File: src/rtl/muldiv_unit.sv
// -----------------------------------------------------------------------------
// muldiv_unit
//
// Multi-cycle integer multiply/divide unit for the EX stage. Multiply is
// shift-add and divide is restoring, each retiring one bit per cycle. Both work
// on operand magnitudes, and the sign is applied in a final fix-up cycle. The
// result is a double-width HI/LO pair.
//
// Ports
//   clk          rising-edge clock
//   rst_n        asynchronous active-low reset
//   md_start     request, sampled only while idle
//   md_op        00 signed mul, 01 unsigned mul, 10 signed div, 11 unsigned div
//   md_a         multiplicand / dividend (sampled with md_start)
//   md_b         multiplier / divisor (sampled with md_start)
//   md_flush     synchronous abort of any operation in flight
//   md_busy      high while an operation is in flight
//   md_done      one-cycle completion pulse; md_hi/md_lo are updated with it
//   md_hi        mul: upper product half, div: remainder
//   md_lo        mul: lower product half, div: quotient
//   md_div_zero  qualifies md_done; set when a divide had a zero divisor
// -----------------------------------------------------------------------------
module muldiv_unit #(
    parameter int unsigned WIDTH = 32
) (
    input  logic             clk,
    input  logic             rst_n,
    input  logic             md_start,
    input  logic [1:0]       md_op,
    input  logic [WIDTH-1:0] md_a,
    input  logic [WIDTH-1:0] md_b,
    input  logic             md_flush,
    output logic             md_busy,
    output logic             md_done,
    output logic [WIDTH-1:0] md_hi,
    output logic [WIDTH-1:0] md_lo,
    output logic             md_div_zero
);

    localparam int unsigned    CntW     = $clog2(WIDTH) + 1;
    localparam logic [CntW-1:0] LastIter = CntW'(WIDTH - 1);

    typedef enum logic [1:0] {
        StIdle,
        StCalc,
        StFix
    } state_e;

    // State and datapath registers
    state_e               r_state;
    logic                 r_is_div;     // signedness is folded into the magnitudes
    logic [WIDTH-1:0]     r_mag_a;      // multiplicand magnitude
    logic [WIDTH-1:0]     r_mag_b;      // divisor magnitude
    logic [2*WIDTH-1:0]   r_acc;        // mul: product/multiplier, div: {rem, quo}
    logic [CntW-1:0]      r_cnt;
    logic                 r_neg_prod;   // sign of product / quotient
    logic                 r_neg_rem;    // sign of remainder
    logic                 r_dz_pend;
    logic [WIDTH-1:0]     r_hi;
    logic [WIDTH-1:0]     r_lo;
    logic                 r_done;
    logic                 r_div_zero;

    // Next-state values
    state_e               w_state_next;
    logic                 w_is_div_next;
    logic [WIDTH-1:0]     w_mag_a_next;
    logic [WIDTH-1:0]     w_mag_b_next;
    logic [2*WIDTH-1:0]   w_acc_next;
    logic [CntW-1:0]      w_cnt_next;
    logic                 w_neg_prod_next;
    logic                 w_neg_rem_next;
    logic                 w_dz_pend_next;
    logic [WIDTH-1:0]     w_hi_next;
    logic [WIDTH-1:0]     w_lo_next;
    logic                 w_done_next;
    logic                 w_div_zero_next;

    // Operand preparation (idle only)
    logic                 w_signed;
    logic                 w_sign_a;
    logic                 w_sign_b;
    logic [WIDTH-1:0]     w_abs_a;
    logic [WIDTH-1:0]     w_abs_b;
    logic                 w_b_zero;

    // Iteration datapath
    logic [WIDTH:0]       w_mul_sum;
    logic [2*WIDTH-1:0]   w_mul_acc;
    logic [WIDTH:0]       w_div_rem_sh;
    logic [WIDTH:0]       w_div_diff;
    logic [2*WIDTH-1:0]   w_div_acc;

    // Sign fix-up
    logic [2*WIDTH-1:0]   w_prod_fix;
    logic [WIDTH-1:0]     w_quo_fix;
    logic [WIDTH-1:0]     w_rem_fix;

    // -------------------------------------------------------------------------
    // Operand preparation
    // -------------------------------------------------------------------------
    assign w_signed = ~md_op[0];
    assign w_sign_a = w_signed & md_a[WIDTH-1];
    assign w_sign_b = w_signed & md_b[WIDTH-1];
    // MIN maps onto itself, which reads correctly as the unsigned magnitude.
    assign w_abs_a  = w_sign_a ? (~md_a + 1'b1) : md_a;
    assign w_abs_b  = w_sign_b ? (~md_b + 1'b1) : md_b;
    assign w_b_zero = (md_b == '0);

    // -------------------------------------------------------------------------
    // Multiply step: add multiplicand into the upper half when the current
    // multiplier bit (acc LSB) is set, then shift the whole accumulator right.
    // The extra sum bit holds the carry and becomes the new MSB.
    // -------------------------------------------------------------------------
    assign w_mul_sum = {1'b0, r_acc[2*WIDTH-1:WIDTH]}
                     + (r_acc[0] ? {1'b0, r_mag_a} : {(WIDTH+1){1'b0}});
    assign w_mul_acc = {w_mul_sum, r_acc[WIDTH-1:1]};

    // -------------------------------------------------------------------------
    // Divide step: the shifted remainder needs WIDTH+1 bits; a set MSB in the
    // trial difference means the subtraction borrowed and is discarded.
    // -------------------------------------------------------------------------
    assign w_div_rem_sh = r_acc[2*WIDTH-1:WIDTH-1];
    assign w_div_diff   = w_div_rem_sh - {1'b0, r_mag_b};
    assign w_div_acc    = w_div_diff[WIDTH]
                        ? {w_div_rem_sh[WIDTH-1:0], r_acc[WIDTH-2:0], 1'b0}
                        : {w_div_diff[WIDTH-1:0],   r_acc[WIDTH-2:0], 1'b1};

    // -------------------------------------------------------------------------
    // Sign fix-up applied in FIX
    // -------------------------------------------------------------------------
    assign w_prod_fix = r_neg_prod ? (~r_acc + 1'b1) : r_acc;
    assign w_quo_fix  = r_neg_prod ? (~r_acc[WIDTH-1:0] + 1'b1) : r_acc[WIDTH-1:0];
    assign w_rem_fix  = r_neg_rem  ? (~r_acc[2*WIDTH-1:WIDTH] + 1'b1)
                                   : r_acc[2*WIDTH-1:WIDTH];

    // -------------------------------------------------------------------------
    // Next-state and datapath control
    // -------------------------------------------------------------------------
    always_comb begin
        w_state_next    = r_state;
        w_is_div_next   = r_is_div;
        w_mag_a_next    = r_mag_a;
        w_mag_b_next    = r_mag_b;
        w_acc_next      = r_acc;
        w_cnt_next      = r_cnt;
        w_neg_prod_next = r_neg_prod;
        w_neg_rem_next  = r_neg_rem;
        w_dz_pend_next  = r_dz_pend;
        w_hi_next       = r_hi;
        w_lo_next       = r_lo;
        w_done_next     = 1'b0;
        w_div_zero_next = r_div_zero;

        if (md_flush) begin
            // Abort wins over everything, including a same-cycle start.
            w_state_next = StIdle;
        end else begin
            unique case (r_state)
                StIdle: begin
                    if (md_start) begin
                        w_is_div_next   = md_op[1];
                        w_mag_a_next    = w_abs_a;
                        w_mag_b_next    = w_abs_b;
                        w_neg_prod_next = w_sign_a ^ w_sign_b;
                        w_neg_rem_next  = w_sign_a;
                        w_cnt_next      = '0;
                        if (md_op[1] && w_b_zero) begin
                            // Preload the divide-by-zero result so FIX just copies it.
                            w_acc_next     = {md_a, {WIDTH{1'b1}}};
                            w_dz_pend_next = 1'b1;
                            w_state_next   = StFix;
                        end else begin
                            w_acc_next     = {{WIDTH{1'b0}}, (md_op[1] ? w_abs_a : w_abs_b)};
                            w_dz_pend_next = 1'b0;
                            w_state_next   = StCalc;
                        end
                    end
                end

                StCalc: begin
                    w_acc_next = r_is_div ? w_div_acc : w_mul_acc;
                    w_cnt_next = r_cnt + 1'b1;
                    if (r_cnt == LastIter) begin
                        w_state_next = StFix;
                    end
                end

                StFix: begin
                    if (r_dz_pend) begin
                        w_hi_next       = r_acc[2*WIDTH-1:WIDTH];
                        w_lo_next       = r_acc[WIDTH-1:0];
                        w_div_zero_next = 1'b1;
                    end else if (r_is_div) begin
                        w_hi_next       = w_rem_fix;
                        w_lo_next       = w_quo_fix;
                        w_div_zero_next = 1'b0;
                    end else begin
                        w_hi_next       = w_prod_fix[2*WIDTH-1:WIDTH];
                        w_lo_next       = w_prod_fix[WIDTH-1:0];
                        w_div_zero_next = 1'b0;
                    end
                    w_done_next  = 1'b1;
                    w_state_next = StIdle;
                end

                default: begin
                    w_state_next = StIdle;
                end
            endcase
        end
    end

    // -------------------------------------------------------------------------
    // Registers
    // -------------------------------------------------------------------------
    always_ff @(posedge clk or negedge rst_n) begin
        if (!rst_n) begin
            r_state    <= StIdle;
            r_is_div   <= 1'b0;
            r_mag_a    <= '0;
            r_mag_b    <= '0;
            r_acc      <= '0;
            r_cnt      <= '0;
            r_neg_prod <= 1'b0;
            r_neg_rem  <= 1'b0;
            r_dz_pend  <= 1'b0;
            r_hi       <= '0;
            r_lo       <= '0;
            r_done     <= 1'b0;
            r_div_zero <= 1'b0;
        end else begin
            r_state    <= w_state_next;
            r_is_div   <= w_is_div_next;
            r_mag_a    <= w_mag_a_next;
            r_mag_b    <= w_mag_b_next;
            r_acc      <= w_acc_next;
            r_cnt      <= w_cnt_next;
            r_neg_prod <= w_neg_prod_next;
            r_neg_rem  <= w_neg_rem_next;
            r_dz_pend  <= w_dz_pend_next;
            r_hi       <= w_hi_next;
            r_lo       <= w_lo_next;
            r_done     <= w_done_next;
            r_div_zero <= w_div_zero_next;
        end
    end

    // -------------------------------------------------------------------------
    // Outputs
    // -------------------------------------------------------------------------
    assign md_busy     = (r_state != StIdle);
    assign md_done     = r_done;
    assign md_hi       = r_hi;
    assign md_lo       = r_lo;
    assign md_div_zero = r_div_zero;

endmodule

File: config.mk
export PLATFORM = sky130hd
export DESIGN_NAME = muldiv_unit
export DESIGN_NICKNAME = d
export VERILOG_FILES = /design/src/rtl/muldiv_unit.sv
export SDC_FILE = /design/constraint.sdc
export NUM_CORES = 1
export LEC_CHECK = 0
export BUFFER_PORTS_ARGS = -buffer_cell sky130_fd_sc_hd__clkbuf_2
export CAP_MARGIN = 20
export CORE_ASPECT_RATIO = 1.4
export CORE_MARGIN = 1.5
export CORE_UTILIZATION = 35
export DETAILED_ROUTE_END_ITERATION = 8
export PLACE_DENSITY = 0.55
export SKIP_LAST_GASP = 1
export SLEW_MARGIN = 40
export SYNTH_ARGS = -nofsm -noshare
export SYNTH_HDL_FRONTEND = slang
export SYNTH_SLANG_ARGS = --single-unit
export TNS_END_PERCENT = 20
File: constraint.sdc
create_clock -name clk -period 3.25 [get_ports clk]
set_input_delay 0.65 -clock clk [delete_from_list [all_inputs] [get_ports clk]]
set_output_delay 0.65 -clock clk [all_outputs]
set_load 0.1 [all_outputs]
==> flow_summary.yaml <==
detailed_routing:
  first_pass_iters: 7
  ant_nets: 0
  finalWirelength_um: 68800
  drt_iter0_markers: 1259
  vias_per_cell: 5.648
  drc: 0
  vias: 16760
  drt-wirelength-per-cell_um: 23.19
final_layout:
  utilization: 0.4559
  final_layout_size_suffix_gt1_frac: 0.2500
  final_cell_mix: "277 x nand2_1, 263 x buf_4, 214 x o21ai_0, 203 x dfrtp_1, 166 x a21oi_1"
  n_antenna_cell: 0
  nNetsFinal: 2479
  layout_commonest_cell: "nand2_1"
  syn_to_final_growth_pct: 28.59
  final_cell_area_um2: 20570
floorplanning:
  die-area_um2: 47020
  rows: 92
  die_width_um: 183.7
  initial_utilization: 0.3545
  die_h_um: 256.0
  core_area_um2: 45120
  ios: 137
critical_path:
  path_cells: "ha_4 -> fa_2 -> nand2b_4 -> a21oi_4 -> o21bai_4 -> a211oi_2 -> buf_4 -> o21a_1 -> o211a_4 -> buf_12 -> mux2_2 -> a221oi_1 -> o21ai_0"
  worstSetupPathType: "register to register"
  crit_family: "compound AO/OA/AOI/OAI gates"
  crit_start: "r_mag_b[0]$_DFFE_PN0P_"
  r2r-start: "r_mag_b[0]$_DFFE_PN0P_"
  crit_path_end_kind: "register"
  path_buf_inv: 2
  start_kind: "register"
  cp_data_required_time_ps: 3680
  crit_path_top_delay_cell: "dfrtp_1"
  worstPathArrival_ps: 3660
  critPathMaxStageDelay_ps: 410
  crit_fanout: 12
global_route:
  grt_antenna_before_repair: 0
  grt_pass1_wl_um: 100600
  grt.overflow.total: 0
  grtUsageMet2: 0.4716
  use_met1: 0.3466
  busiest_layer: "met2"
  grt_use_met3: 0.02277
  grtUsageTotal: 0.2862
  grt_max_degree: 98
  grt_pass1_vias: 16450
clock_network:
  cts_tree: "built"
  cts_buffer_depth: 3
  cts-root-buf: "clkbuf_16"
  ctsHoldBuffers: 0
  cts_buffers: 24
  path_clk_slew_ps: 60
  clk_latency_ps: 570
  htreeDepth: 1
  cts.sinks: 206
timing:
  fmax_mhz: 308.8
  finalCritPeriodShare: 0.9963
  finalClockSkew_ps: 21.26
  maxSlewHeadroom: 0.4773
  min_period_ps: 3238
  slew_viol_final: 0
  hold_viol: 0
  worst_pin_slew_ps: 782.1
  setup_violations: 0
  rsz0062_at_grt: "true"
synthesis:
  synth_xor_area_frac: 0.09526
  ys.flop_type: "dfrtp_1"
  syn_inst: 2016
  ys_seq_elements: 206
  yosys.area_share.adder: 0.05647
  syn-cell-area_um2: 16000
  yosysTopAreaCellShare: 0.3222
  async_reset_ff_frac: 1.000
  synth_top_family_by_area: "compound AO/OA/AOI/OAI gates"
  synth_edf_count: 0
  syn_nets: 2157
  synth_mux_area_frac: 0.03590
  avgSynthCellArea_um2: 7.935
  synth_warnings: 0
  synth.distinct_cells: 82
  synth_compound_area_frac: 0.2464
  yosysSeqAreaShare: 0.3222
  ys_top_cells_by_area: "dfrtp_1 32%, o21ai_0 7.2%, nand2_1 6.6%, xnor2_1 5.7%, a21oi_1 5.5%"
  synthSimpleGateAreaFrac: 0.2007
  synth_top_area_cell: "dfrtp_1"
placed_design:
  placed_area_um2: 19050
  routabilityCongestion: 0.9819
  hpwlAfterDp_um: 54170
  io_buffers: 136
run_status:
  outcome: "complete, no violations"
flow_run:
  maxCapViolCount: 0
power:
  leakage_nw: 9.392
  ir_drop_mv: 0.5413
  p_per_area_nw_per_um2: 904.9
  fin_total_pwr_mw: 18.62
worst_hold_path:
  hp-class: "input port to asynchronous set/reset pin"
==> flip-flops by register name, summed over array words and instances, names as in the netlist <==
register,cells
r_cnt,6
md_lo,32
md_done,1
r_mag_b,32
md_div_zero,1
r_is_div,1
r_dz_pend,1
r_mag_a,32
r_state,2
r_neg_rem,1
md_hi,32
r_neg_prod,1
r_acc,64
==> repair_timing <==
item | 4_1_cts | 5_1_grt
gates cloned | 0 | 2
setup buffers | 1 | 18
pin swaps | 4 | 40
endpoints found under the hold margin | 0 | 0
resized for setup | 16 | 92
setup endpoints to repair | 35 | 48
==> path summary, 6_finish.rpt <==
check / cells past startpoint / to / slack (ps)
max in group asynchronous: 2 / r_mag_a[3]$_DFFE_PN0P_ / 2310
hold / removal: 1 / md_lo[10]$_DFFE_PN0P_ / 60
setup reg to reg: 13 / r_acc[52]$_DFFE_PN0P_ / 10
min in group clk: 2 / r_state[0]$_DFFE_PN0P_ / 300
setup / recovery: 13 / r_acc[52]$_DFFE_PN0P_ / 10
hold reg to reg: 2 / md_hi[1]$_DFFE_PN0P_ / 480
==> worst reg2reg max path, delay by kind of cell, from the launching register on <==
kind / cells / cell delay, ps
DFF: 1 / 410
adders and majority gates: 2 / 590
buffers and inverters: 2 / 310
AOI/OAI and AO/OA: 7 / 1300
and+or+nand+nor: 1 / 160
muxes: 1 / 340
==> cell type report <==
class | instances | area [µm²]
Tap cell | 611 | 764.5
Inverter | 64 | 240.2
Fill cell | 4635 | 24550
Clock buffer | 32 | 690.7
Multi-Input combinational cell | 1630 | 10670
Timing Repair Buffer | 412 | 2870
Clock inverter | 12 | 177.7
Sequential cell | 206 | 5159
==> routing by layer <==
layer	vias to the layer above	part of all wire	wire, µm
li1	7859	-	-
met1	8051	0.39	27160
met2	655	0.47	32410
met3	192	0.048	3304
met4	0	0.086	5931
met5	-	0	0
==> where the power goes <==
group	switching (mW)	leakage, nW	internal, mW
clock network	1.21	0.429	1.81
logic	7.60	6.34	4.01
registers	0.641	2.63	3.34
==> stage by stage <==
| step | TNS [ps] | instances | hold slack, ps | setup slack (ps) |
|---|---|---|---|---|
| final | 0 | 2967 | 55.60 | 12.01 |
| after global routing | -1753 | 2967 | 74.68 | -96.11 |
| after CTS | -317.6 | 2949 | 66.55 | -42.87 |
| after detailed placement | -8411 | 2904 | 469.2 | -360.9 |
| after global placement | -4260 | 2904 | 458.5 | -198.7 |
| after floorplan | 0 | 2016 | 354.4 | 24.81 |
==> synth_stat cells (all sizes together), types with 30 or more instances <==
cell type and instances:
clkbuf 97, xor2 70, dfrtp 206, mux2i 30, a21oi 175, inv 63, nor3 41, ha 69
nor2 148, and2 43, xnor2 104, nand2 280, a21o 37, o21ai 236
==> cells by family after synthesis <==
family / Yosys count
and+or+nand+nor: 680
AOI/OAI and AO/OA: 651
DFF: 206
buffers and inverters: 180
xor gates and xnor gates: 174
adders and majority gates: 71
muxes: 54
Power figures use the tool's default switching activity.
